File: src/rtl/ahb_arbiter_if.sv
// AHB arbiter bus bundle: request/lock/transfer inputs and grant/ownership outputs.
// The "slave" modport is the arbiter side; the "master" modport is the requester side.
interface ahb_arbiter_if #(
  parameter int unsigned NUM_MASTERS = 4
);
  localparam int unsigned MASTER_W = (NUM_MASTERS > 1) ? $clog2(NUM_MASTERS) : 1;

  logic [NUM_MASTERS-1:0] HBUSREQ;
  logic [NUM_MASTERS-1:0] HLOCK;
  logic [1:0]             HTRANS;
  logic [2:0]             HBURST;
  logic                   HREADY;
  logic [NUM_MASTERS-1:0] HGRANT;
  logic [MASTER_W-1:0]    HMASTER;
  logic                   HMASTLOCK;

  modport slave (
    input  HBUSREQ, HLOCK, HTRANS, HBURST, HREADY,
    output HGRANT, HMASTER, HMASTLOCK
  );

  modport master (
    output HBUSREQ, HLOCK, HTRANS, HBURST, HREADY,
    input  HGRANT, HMASTER, HMASTLOCK
  );
endinterface

File: src/rtl/ahb_arbiter.sv
// AHB bus arbiter: registered one-hot grant, burst/lock tracking, HMASTER/HMASTLOCK.
// Optional feature: define AHB_ARB_ROUND_ROBIN_EN for rotating priority
// (search starts after the last granted master); default is fixed lowest-index priority.
module ahb_arbiter #(
  parameter int unsigned NUM_MASTERS = 4
) (
  input  logic         HCLK,
  input  logic         HRESET,
  ahb_arbiter_if.slave bus
);

  localparam int unsigned MASTER_W = (NUM_MASTERS > 1) ? $clog2(NUM_MASTERS) : 1;
  localparam int unsigned CNT_W    = 5;

  localparam logic [1:0] ST_IDLE  = 2'd0;
  localparam logic [1:0] ST_OWN   = 2'd1;
  localparam logic [1:0] ST_BURST = 2'd2;
  localparam logic [1:0] ST_LOCK  = 2'd3;

  localparam logic [1:0] TR_IDLE   = 2'd0;
  localparam logic [1:0] TR_NONSEQ = 2'd2;
  localparam logic [1:0] TR_SEQ    = 2'd3;

  logic [1:0]             state_q, state_d;
  logic [CNT_W-1:0]       cnt_q, cnt_d;
  logic [NUM_MASTERS-1:0] grant_q, grant_d;
  logic [MASTER_W-1:0]    hmaster_q, hmaster_d;
  logic                   hmastlock_q, hmastlock_d;

  logic [MASTER_W-1:0]    owner_idx;
  logic [MASTER_W-1:0]    win_idx;
  logic                   win_found;
  logic                   arb_en;
  logic [CNT_W-1:0]       burst_last;

  // Index of the currently granted master
  always_comb begin
    owner_idx = '0;
    for (int unsigned i = 0; i < NUM_MASTERS; i++) begin
      if (grant_q[i]) owner_idx = MASTER_W'(i);
    end
  end

  // Beats minus one for fixed-length bursts; zero for SINGLE/INCR
  always_comb begin
    case (bus.HBURST)
      3'd2, 3'd3: burst_last = CNT_W'(3);
      3'd4, 3'd5: burst_last = CNT_W'(7);
      3'd6, 3'd7: burst_last = CNT_W'(15);
      default:    burst_last = '0;
    endcase
  end

`ifdef AHB_ARB_ROUND_ROBIN_EN
  logic [MASTER_W-1:0] ptr_q, ptr_d;
  logic [MASTER_W-1:0] cand;

  // Rotating-priority search starting just after the last winner
  always_comb begin
    win_found = 1'b0;
    win_idx   = '0;
    cand      = '0;
    for (int unsigned k = 0; k < NUM_MASTERS; k++) begin
      cand = MASTER_W'((32'(ptr_q) + 32'd1 + k) % NUM_MASTERS);
      if (!win_found && bus.HBUSREQ[cand]) begin
        win_found = 1'b1;
        win_idx   = cand;
      end
    end
  end

  // Pointer follows every arbitration point that grants a requester
  always_comb begin
    ptr_d = ptr_q;
    if (arb_en && win_found) ptr_d = win_idx;
  end

  // Round-robin pointer register
  always_ff @(posedge HCLK) begin
    if (HRESET) ptr_q <= '0;
    else        ptr_q <= ptr_d;
  end
`else
  // Fixed-priority search: lowest requesting index wins
  always_comb begin
    win_found = |bus.HBUSREQ;
    win_idx   = '0;
    for (int k = int'(NUM_MASTERS) - 1; k >= 0; k--) begin
      if (bus.HBUSREQ[k]) win_idx = MASTER_W'(k);
    end
  end
`endif

  // Next-state, beat counter, grant and address-phase ownership
  always_comb begin
    state_d     = state_q;
    cnt_d       = cnt_q;
    grant_d     = grant_q;
    hmaster_d   = hmaster_q;
    hmastlock_d = hmastlock_q;
    arb_en      = 1'b0;

    if (bus.HREADY) begin
      hmaster_d   = owner_idx;
      hmastlock_d = (state_q == ST_LOCK);

      case (state_q)
        ST_IDLE: arb_en = 1'b1;
        ST_OWN: begin
          if (bus.HTRANS == TR_IDLE || !bus.HBUSREQ[owner_idx]) begin
            arb_en = 1'b1;
          end else if (bus.HTRANS == TR_NONSEQ && burst_last != '0) begin
            state_d = ST_BURST;
            cnt_d   = burst_last;
          end
        end
        ST_BURST: begin
          case (bus.HTRANS)
            TR_IDLE: arb_en = 1'b1;
            TR_SEQ: begin
              cnt_d = cnt_q - CNT_W'(1);
              // Last-beat address phase: hand off early
              if (cnt_q == CNT_W'(1)) arb_en = 1'b1;
            end
            TR_NONSEQ: begin
              cnt_d = burst_last;
              if (burst_last == '0) state_d = ST_OWN;
            end
            default: ;
          endcase
        end
        ST_LOCK: begin
          if (!bus.HLOCK[owner_idx]) state_d = ST_OWN;
        end
        default: state_d = ST_IDLE;
      endcase

      if (arb_en) begin
        cnt_d = '0;
        if (win_found) begin
          grant_d = NUM_MASTERS'(1) << win_idx;
          state_d = bus.HLOCK[win_idx] ? ST_LOCK : ST_OWN;
        end else begin
          grant_d = NUM_MASTERS'(1);
          state_d = ST_IDLE;
        end
      end
    end else if (state_q == ST_IDLE) begin
      // Parked bus may still move its grant during wait states
      grant_d = win_found ? (NUM_MASTERS'(1) << win_idx) : NUM_MASTERS'(1);
    end
  end

  // State and output registers
  always_ff @(posedge HCLK) begin
    if (HRESET) begin
      state_q     <= ST_IDLE;
      cnt_q       <= '0;
      grant_q     <= NUM_MASTERS'(1);
      hmaster_q   <= '0;
      hmastlock_q <= 1'b0;
    end else begin
      state_q     <= state_d;
      cnt_q       <= cnt_d;
      grant_q     <= grant_d;
      hmaster_q   <= hmaster_d;
      hmastlock_q <= hmastlock_d;
    end
  end

  assign bus.HGRANT    = grant_q;
  assign bus.HMASTER   = hmaster_q;
  assign bus.HMASTLOCK = hmastlock_q;

endmodule

File: src/flat_wrapper.sv
// flat-port wrapper written by rule: the top's interface ports become plain ports
module ahb_arbiter_flat 
#(
  parameter int unsigned NUM_MASTERS = 4
)
  (HCLK, HRESET, bus_HBUSREQ, bus_HLOCK, bus_HTRANS, bus_HBURST, bus_HREADY, bus_HGRANT, bus_HMASTER, bus_HMASTLOCK);
  ahb_arbiter_if #(.NUM_MASTERS(NUM_MASTERS)) bus_i ();
  input  logic HCLK;
  input  logic HRESET;
  input wire logic [$bits(bus_i.HBUSREQ)-1:0] bus_HBUSREQ;
  input wire logic [$bits(bus_i.HLOCK)-1:0] bus_HLOCK;
  input wire logic [$bits(bus_i.HTRANS)-1:0] bus_HTRANS;
  input wire logic [$bits(bus_i.HBURST)-1:0] bus_HBURST;
  input wire logic [$bits(bus_i.HREADY)-1:0] bus_HREADY;
  output wire logic [$bits(bus_i.HGRANT)-1:0] bus_HGRANT;
  output wire logic [$bits(bus_i.HMASTER)-1:0] bus_HMASTER;
  output wire logic [$bits(bus_i.HMASTLOCK)-1:0] bus_HMASTLOCK;
  assign bus_i.HBUSREQ = bus_HBUSREQ;
  assign bus_i.HLOCK = bus_HLOCK;
  assign bus_i.HTRANS = bus_HTRANS;
  assign bus_i.HBURST = bus_HBURST;
  assign bus_i.HREADY = bus_HREADY;
  assign bus_HGRANT = bus_i.HGRANT;
  assign bus_HMASTER = bus_i.HMASTER;
  assign bus_HMASTLOCK = bus_i.HMASTLOCK;
  ahb_arbiter #(.NUM_MASTERS(NUM_MASTERS)) u_core (.HCLK(HCLK), .HRESET(HRESET), .bus(bus_i));
endmodule
File: config.mk
export PLATFORM = sky130hd
export DESIGN_NAME = ahb_arbiter_flat
export DESIGN_NICKNAME = d
export VERILOG_FILES = /design/src/rtl/ahb_arbiter_if.sv /design/src/rtl/ahb_arbiter.sv /design/src/flat_wrapper.sv
export SDC_FILE = /design/constraint.sdc
export NUM_CORES = 1
export LEC_CHECK = 0
export ABC_AREA = 1
export CORE_AREA = 2 2 57 59
export DETAILED_ROUTE_END_ITERATION = 8
export DIE_AREA = 0 0 59 61
export GPL_ROUTABILITY_DRIVEN = 0
export PLACE_DENSITY = 0.74
export SYNTH_ARGS = -nofsm -noshare
export SYNTH_HDL_FRONTEND = slang
export SYNTH_SLANG_ARGS = --single-unit
File: constraint.sdc
create_clock -name HCLK -period 2 [get_ports HCLK]
set_clock_uncertainty 0.1 [all_clocks]
set_input_delay 0.4 -clock HCLK [delete_from_list [all_inputs] [get_ports HCLK]]
set_output_delay 0.4 -clock HCLK [all_outputs]
set_load 0.05 [all_outputs]
Word-level counts from Yosys, hierarchy flattened
Cells that the tools add are included.
{"block": "word_totals", "ff_bits": 14, "output_inout_bits": 7, "wordCells": 82}
{"block": "op_classes", "add_sub_neg": 1, "n_lt_le_gt_ge": 2, "n_eq_ne": 19, "shift": 1, "n_mux": 37, "n_reduce_logical": 17}
{"operator": "2-bit 2-to-1 mux", "count": 14}
{"operator": "5-bit case mux with 2 select lines", "count": 2}
{"operator": "4-bit 2-to-1 mux", "count": 4}
{"operator": "5-bit 2-to-1 mux", "count": 3}
{"operator": "3-bit == test (second input constant)", "count": 4}
{"operator": "4-bit case mux with 3 select lines", "count": 1}
{"operator": "3-bit by 1-bit != test with 1-bit output (second input constant)", "count": 3}
{"operator": "2-bit == test (second input constant)", "count": 4}
{"operator": "1-bit 2-to-1 mux", "count": 7}
{"operator": "7-bit AND reduction", "count": 1}
{"operator": "1-bit binary-select mux with 2-bit select", "count": 3}
{"operator": "3-bit by 2-bit == test with 1-bit output (second input constant)", "count": 2}
{"operator": "2-bit by 3-bit < comparator with 1-bit output (second input constant)", "count": 2}
{"operator": "3-bit != test (second input constant)", "count": 2}
{"operator": "2-bit case mux with 3 select lines", "count": 1}
{"operator": "2-bit OR reduction", "count": 3}
{"operator": "5-bit by 1-bit == test with 1-bit output (second input constant)", "count": 1}
{"operator": "5-bit zero test", "count": 1}
{"operator": "5-bit AND reduction", "count": 1}
{"operator": "5-bit nonzero test", "count": 1}
{"operator": "5-bit by 1-bit subtractor with 5-bit output (second input constant)", "count": 1}
{"operator": "2-bit zero test", "count": 2}
{"operator": "4-bit by 2-bit != test with 1-bit output (second input constant)", "count": 1}
{"operator": "4-bit nonzero test", "count": 1}
{"operator": "12 further kinds", "count": 12}

Logic depth before layout (Yosys ltp)
{"block": "depth", "word_depth": 12, "depth_mapped": 13, "depth_no_buf": 13}

Least setup slack after synthesis
Ideal clock, no wire load.
{"block": "synth_timing", "kind": "register to register", "start": "reg u_core.grant_q[1] (netlist: u_core.bus.HGRANT[1])", "end": "reg u_core.state_q[1]", "arrival_ns": 1.572, "slack_ns": 0.217, "path_stages_with_launch": 10, "path_buffers": 0, "synth_period_minus_slack_ns": 1.783, "cell_sequence": "dfxtp_1 nand2_1 nand3_1 nand2_1 nand2_1 nand4_2 o21ai_1 nand2_1 nand2_1 nor2_1"}
{"block": "synth_between", "elab_chain_cells": 12, "elab_cells_between_ends": 20, "classes_between": "eq/ne (5); mux (11); reduce/logical (4)"}
{"item": "start, declared", "line_no": "ahb_arbiter.sv:26", "source": "logic [NUM_MASTERS-1:0] grant_q, grant_d;"}
{"item": "start signal, assigned", "line_no": "ahb_arbiter.sv:165", "source": "grant_q <= grant_d;"}
{"item": "1-bit 2-to-1 mux (*)", "line_no": "ahb_arbiter.sv:40", "source": "if (grant_q[i]) owner_idx = MASTER_W'(i);"}
{"item": "2-bit 2-to-1 mux (*) (2 in series)", "line_no": "ahb_arbiter.sv:40"}
{"item": "1-bit binary-select mux with 2-bit select", "line_no": "ahb_arbiter.sv:110", "source": "if (bus.HTRANS == TR_IDLE || !bus.HBUSREQ[owner_idx]) begin"}
{"item": "1-bit 2-to-1 mux (not written as such)", "line_no": "ahb_arbiter.sv:110"}
{"item": "1-bit zero test", "line_no": "ahb_arbiter.sv:110"}
{"item": "1-bit logical OR", "line_no": "ahb_arbiter.sv:110"}
{"item": "1-bit 2-to-1 mux", "line_no": "ahb_arbiter.sv:110"}
{"item": "1-bit case mux with 3 select lines", "line_no": "ahb_arbiter.sv:107", "source": "case (state_q)"}
{"item": "1-bit 2-to-1 mux", "line_no": "ahb_arbiter.sv:103", "source": "if (bus.HREADY) begin"}
{"item": "3-bit != test (no source line) (tied with other cells)"}
{"item": "7-bit AND reduction (no source line)"}
{"item": "end signal, assigned", "line_no": "ahb_arbiter.sv:163", "source": "state_q <= state_d;"}
{"item": "end, declared", "line_no": "ahb_arbiter.sv:24", "source": "logic [1:0] state_q, state_d;"}
Mark *: on every way between the ends. The rest lies on a longest branch, timed or not. The select of a mux whose other input is x is not followed.
A chain may end at the register's enable or synchronous reset.

Worst setup path after layout
{"block": "layout_timing", "start": "reg u_core.grant_q[0] (netlist: u_core.bus.HGRANT[0])", "end": "out bus_HGRANT[0]"}
{"item": "end, declared", "line_no": "flat_wrapper.sv:15", "source": "output wire logic [$bits(bus_i.HGRANT)-1:0] bus_HGRANT;"}
No word-level cell between the ends.

==> flow_metrics.env <==
export IMPL_outcome="finished, final reports clean"
export IMPL_grt_pass1_wl_mm=4.66
export IMPL_fp_dieH_microns=61
export IMPL_rsz0062_at_grt="false"
export IMPL_ant_nets=0
export IMPL_routed_wl_mm=2.75
export IMPL_start_kind="flop"
export IMPL_io_pins=23
export IMPL_max_freq_ghz=0.519
export IMPL_timing_final_crit_period_ps=1930
export IMPL_post_route_cell_area_sq_um=1570
export IMPL_grt_max_degree=14
export IMPL_hold_path_endpoint="u_core.cnt_q[1]"
export IMPL_power_density_nw_per_um2=646
export IMPL_cp_top_family="buffers and inverters"
export IMPL_area_growth_pct=35.3
export IMPL_reg2reg_to="u_core.cnt_q[0]"
export IMPL_cp_end_kind="output pin"
export IMPL_reg2reg_from="u_core.bus.HGRANT[3]"
export IMPL_antenna_found_initial=0
export IMPL_path_max_fanout=2
export IMPL_drive_above_1_share_pct=17.9
export IMPL_via_count=1273
export IMPL_reg2reg_depth=11
export IMPL_cts_buffers=3
export IMPL_syn_nets=223
export IMPL_rows=20
export IMPL_grt_use_total_pct=16.8
export IMPL_relSlewSlack_pct=66.5
export IMPL_crit_buf_inv=1
export IMPL_hold_depth=2
export IMPL_path_depth=1
export IMPL_drt_iter0_markers=27
export IMPL_cts_htree_levels=1
export IMPL_setup_tns_ps=0
export IMPL_initial_core_util_pct=39.3
export IMPL_die_w_microns=59
export IMPL_overflow=0
export IMPL_portBuffers=21
export IMPL_cts_sinks=14
export IMPL_grt_pass1_vias=1143
export IMPL_min_from="u_core.cnt_q[1]"
export IMPL_yosys_register_bits=14
export IMPL_final_cells=273
export IMPL_synth_cell_area_sq_um=1160
export IMPL_numPlacedInstances=270
export IMPL_final_hold_violation_count=0
export IMPL_firstDrtPassIters=4
export IMPL_yosysTopAreaCell="dfxtp_1"
export IMPL_hpwlAfterDp_mm=2.22
export IMPL_hp_class="flop to flop"
export IMPL_slew_violations=0
export IMPL_required_ps=1500
export IMPL_cts_reportedPaths_clkPinSlew_ps=80
export IMPL_crit_arrival_ps=1430
export IMPL_worstMarginPinSlew_ps=500
export IMPL_yosysWarnings=0
export IMPL_cpPeakStageDelay_ps=810
export IMPL_fillCellCount=313
export IMPL_clk_latency_ps=270
export IMPL_fin_nets=263
export IMPL_postSynthAreaPerCell_sq_um=5.75
export IMPL_synth_top_area_share_pct=24.1
export IMPL_cp_cell_sequence="clkdlybuf4s50_1"
export IMPL_ys_seq_area_share_pct=24.1
export IMPL_cts_buffer_depth=2
export IMPL_vias_per_cell=4.66
export IMPL_setup_viol=0
export IMPL_drc=0
export IMPL_critPathSlowestCell="clkdlybuf4s50_1"
export IMPL_cts_root_buf="clkbuf_4"
export IMPL_cts_tree="yes"
export IMPL_antenna_cells=0
export IMPL_place_area_sq_um=1510
export IMPL_period_share_pct=96.4
export IMPL_die_area_sq_um=3600
export IMPL_syn_inst=202
export IMPL_wl_per_cell_microns=10.1
export IMPL_r2r_slack_ps=390
export IMPL_cap_violations=0
export IMPL_synth_area_top_cells="dfxtp_1 24%, nand2_1 18%, nor2_1 13%"
export IMPL_ir_drop_mv=0.412
export IMPL_p_leak_nw=0.825
export IMPL_core_region_area_sq_um=2950
export IMPL_synth_distinct_cells=22
export IMPL_cts_hold_buf=0
export IMPL_crit_type="flop to output pin"
==> Yosys cell counts <==
| master | number |
|---|---|
| a21oi_1 | 7 |
| buf_2 | 1 |
| dfxtp_1 | 14 |
| ha_1 | 5 |
| inv_1 | 28 |
| inv_2 | 7 |
| nand2_1 | 57 |
| nand2_2 | 2 |
| nand2_4 | 1 |
| nand3_1 | 11 |
| nand3_2 | 1 |
| nand4_1 | 4 |
| nand4_2 | 1 |
| nor2_1 | 41 |
| nor2_4 | 3 |
| nor2_8 | 1 |
| nor3_1 | 1 |
| nor4_1 | 1 |
| o21ai_0 | 9 |
| o21ai_1 | 5 |
| xnor2_1 | 1 |
| xor2_1 | 1 |
==> logic make-up after synthesis <==
kind of cell	after synthesis	share of synthesized area, %
XOR/XNOR	2	1.51
AO/OA/AOI/OAI	21	9.05
AND/OR/NAND/NOR	124	48.2
adder cells (fa/ha/maj)	5	5.39
buffers and inverters	36	11.7
flip-flops	14	24.1
==> worst max path at each step <==
stage	from	endpoint	slack (ps)
6_report	u_core.bus.HGRANT[0]	bus_HGRANT[0]	70
3_3_place_gp	bus_HTRANS[0]	u_core.cnt_q[2]	-170
3_5_place_dp	bus_HTRANS[0]	u_core.cnt_q[0]	-230
5_1_grt	u_core.bus.HGRANT[0]	bus_HGRANT[0]	0.4
2_1_floorplan	u_core.bus.HGRANT[1]	u_core.state_q[1]	220
4_1_cts	bus_HTRANS[0]	u_core.cnt_q[0]	60
==> cell type report <==
type	instances	area, sq um	area share [%]
multi-input cells	152	776	49.4
well taps	33	41.3	2.63
repair buffers	36	320	20.4
inverters	35	131	8.36
clock buffers	3	22.5	1.43
flip-flops and latches	14	280	17.8
==> tightest hold or removal path, delay by kind of cell (launching register included) <==
kind,cells,cell delay [ps]
flip-flops,1,330
AND/OR/NAND/NOR,2,150
==> registers in the layout, indices dropped and copies added, names as in the netlist <==
register,count
u_core.bus.HMASTLOCK,1
u_core.bus.HGRANT,4
u_core.state_q,2
u_core.bus.HMASTER,2
u_core.cnt_q,5
==> metal layers <==
metal / vias to the layer above / GRT usage (%) / wire length [microns]
met1: 544 / 21.2 / 1310
met3: 2 / 2.13 / 113
met2: 24 / 30.0 / 1320
met5: - / 0 / 0
met4: 0 / 5.19 / 14
li1: 703 / - / -
==> through the flow <==
step                      util, %  total power, mW  hold slack [ps]  setup slack (ps)
after floorplan                 -            0.701              378               217
after global placement       51.2            0.846              397              -173
after detailed placement     51.2            0.852              404              -231
after CTS                    52.0             1.01              416              63.0
after global routing         53.2             1.11              444             0.400
final                        53.2             1.01              413              72.3
==> cell usage in the layout (no fill, tap or decap), drive strengths merged <==
cell / Yosys / routed
xnor2: 1 / 1
ha: 5 / 5
xor2: 1 / 1
nor3: 1 / 1
nand2: 60 / 60
nand3: 12 / 12
a21oi: 7 / 7
dlymetal6s2s: 0 / 2
nor4: 1 / 1
inv: 35 / 35
nor2: 45 / 45
nand4: 5 / 5
buf: 1 / 18
o21ai: 14 / 14
dfxtp: 14 / 14
clkdlybuf4s50: 0 / 16
clkbuf: 0 / 3
==> what timing repair did <==
item / in CTS / in global routing
endpoints found under the setup margin: 0 / 11
setup buffers: 0 / 0
gates resized for setup: 0 / 9
==> report_power, final <==
group | total, mW | switching, mW | leakage, nW | internal [mW]
Combinational | 0.507 | 0.311 | 0.695 | 0.197
Clock | 0.155 | 0.0858 | 0.0138 | 0.0696
Sequential | 0.352 | 0.0370 | 0.116 | 0.315
No activity file was read; power rests on OpenSTA's default activity.
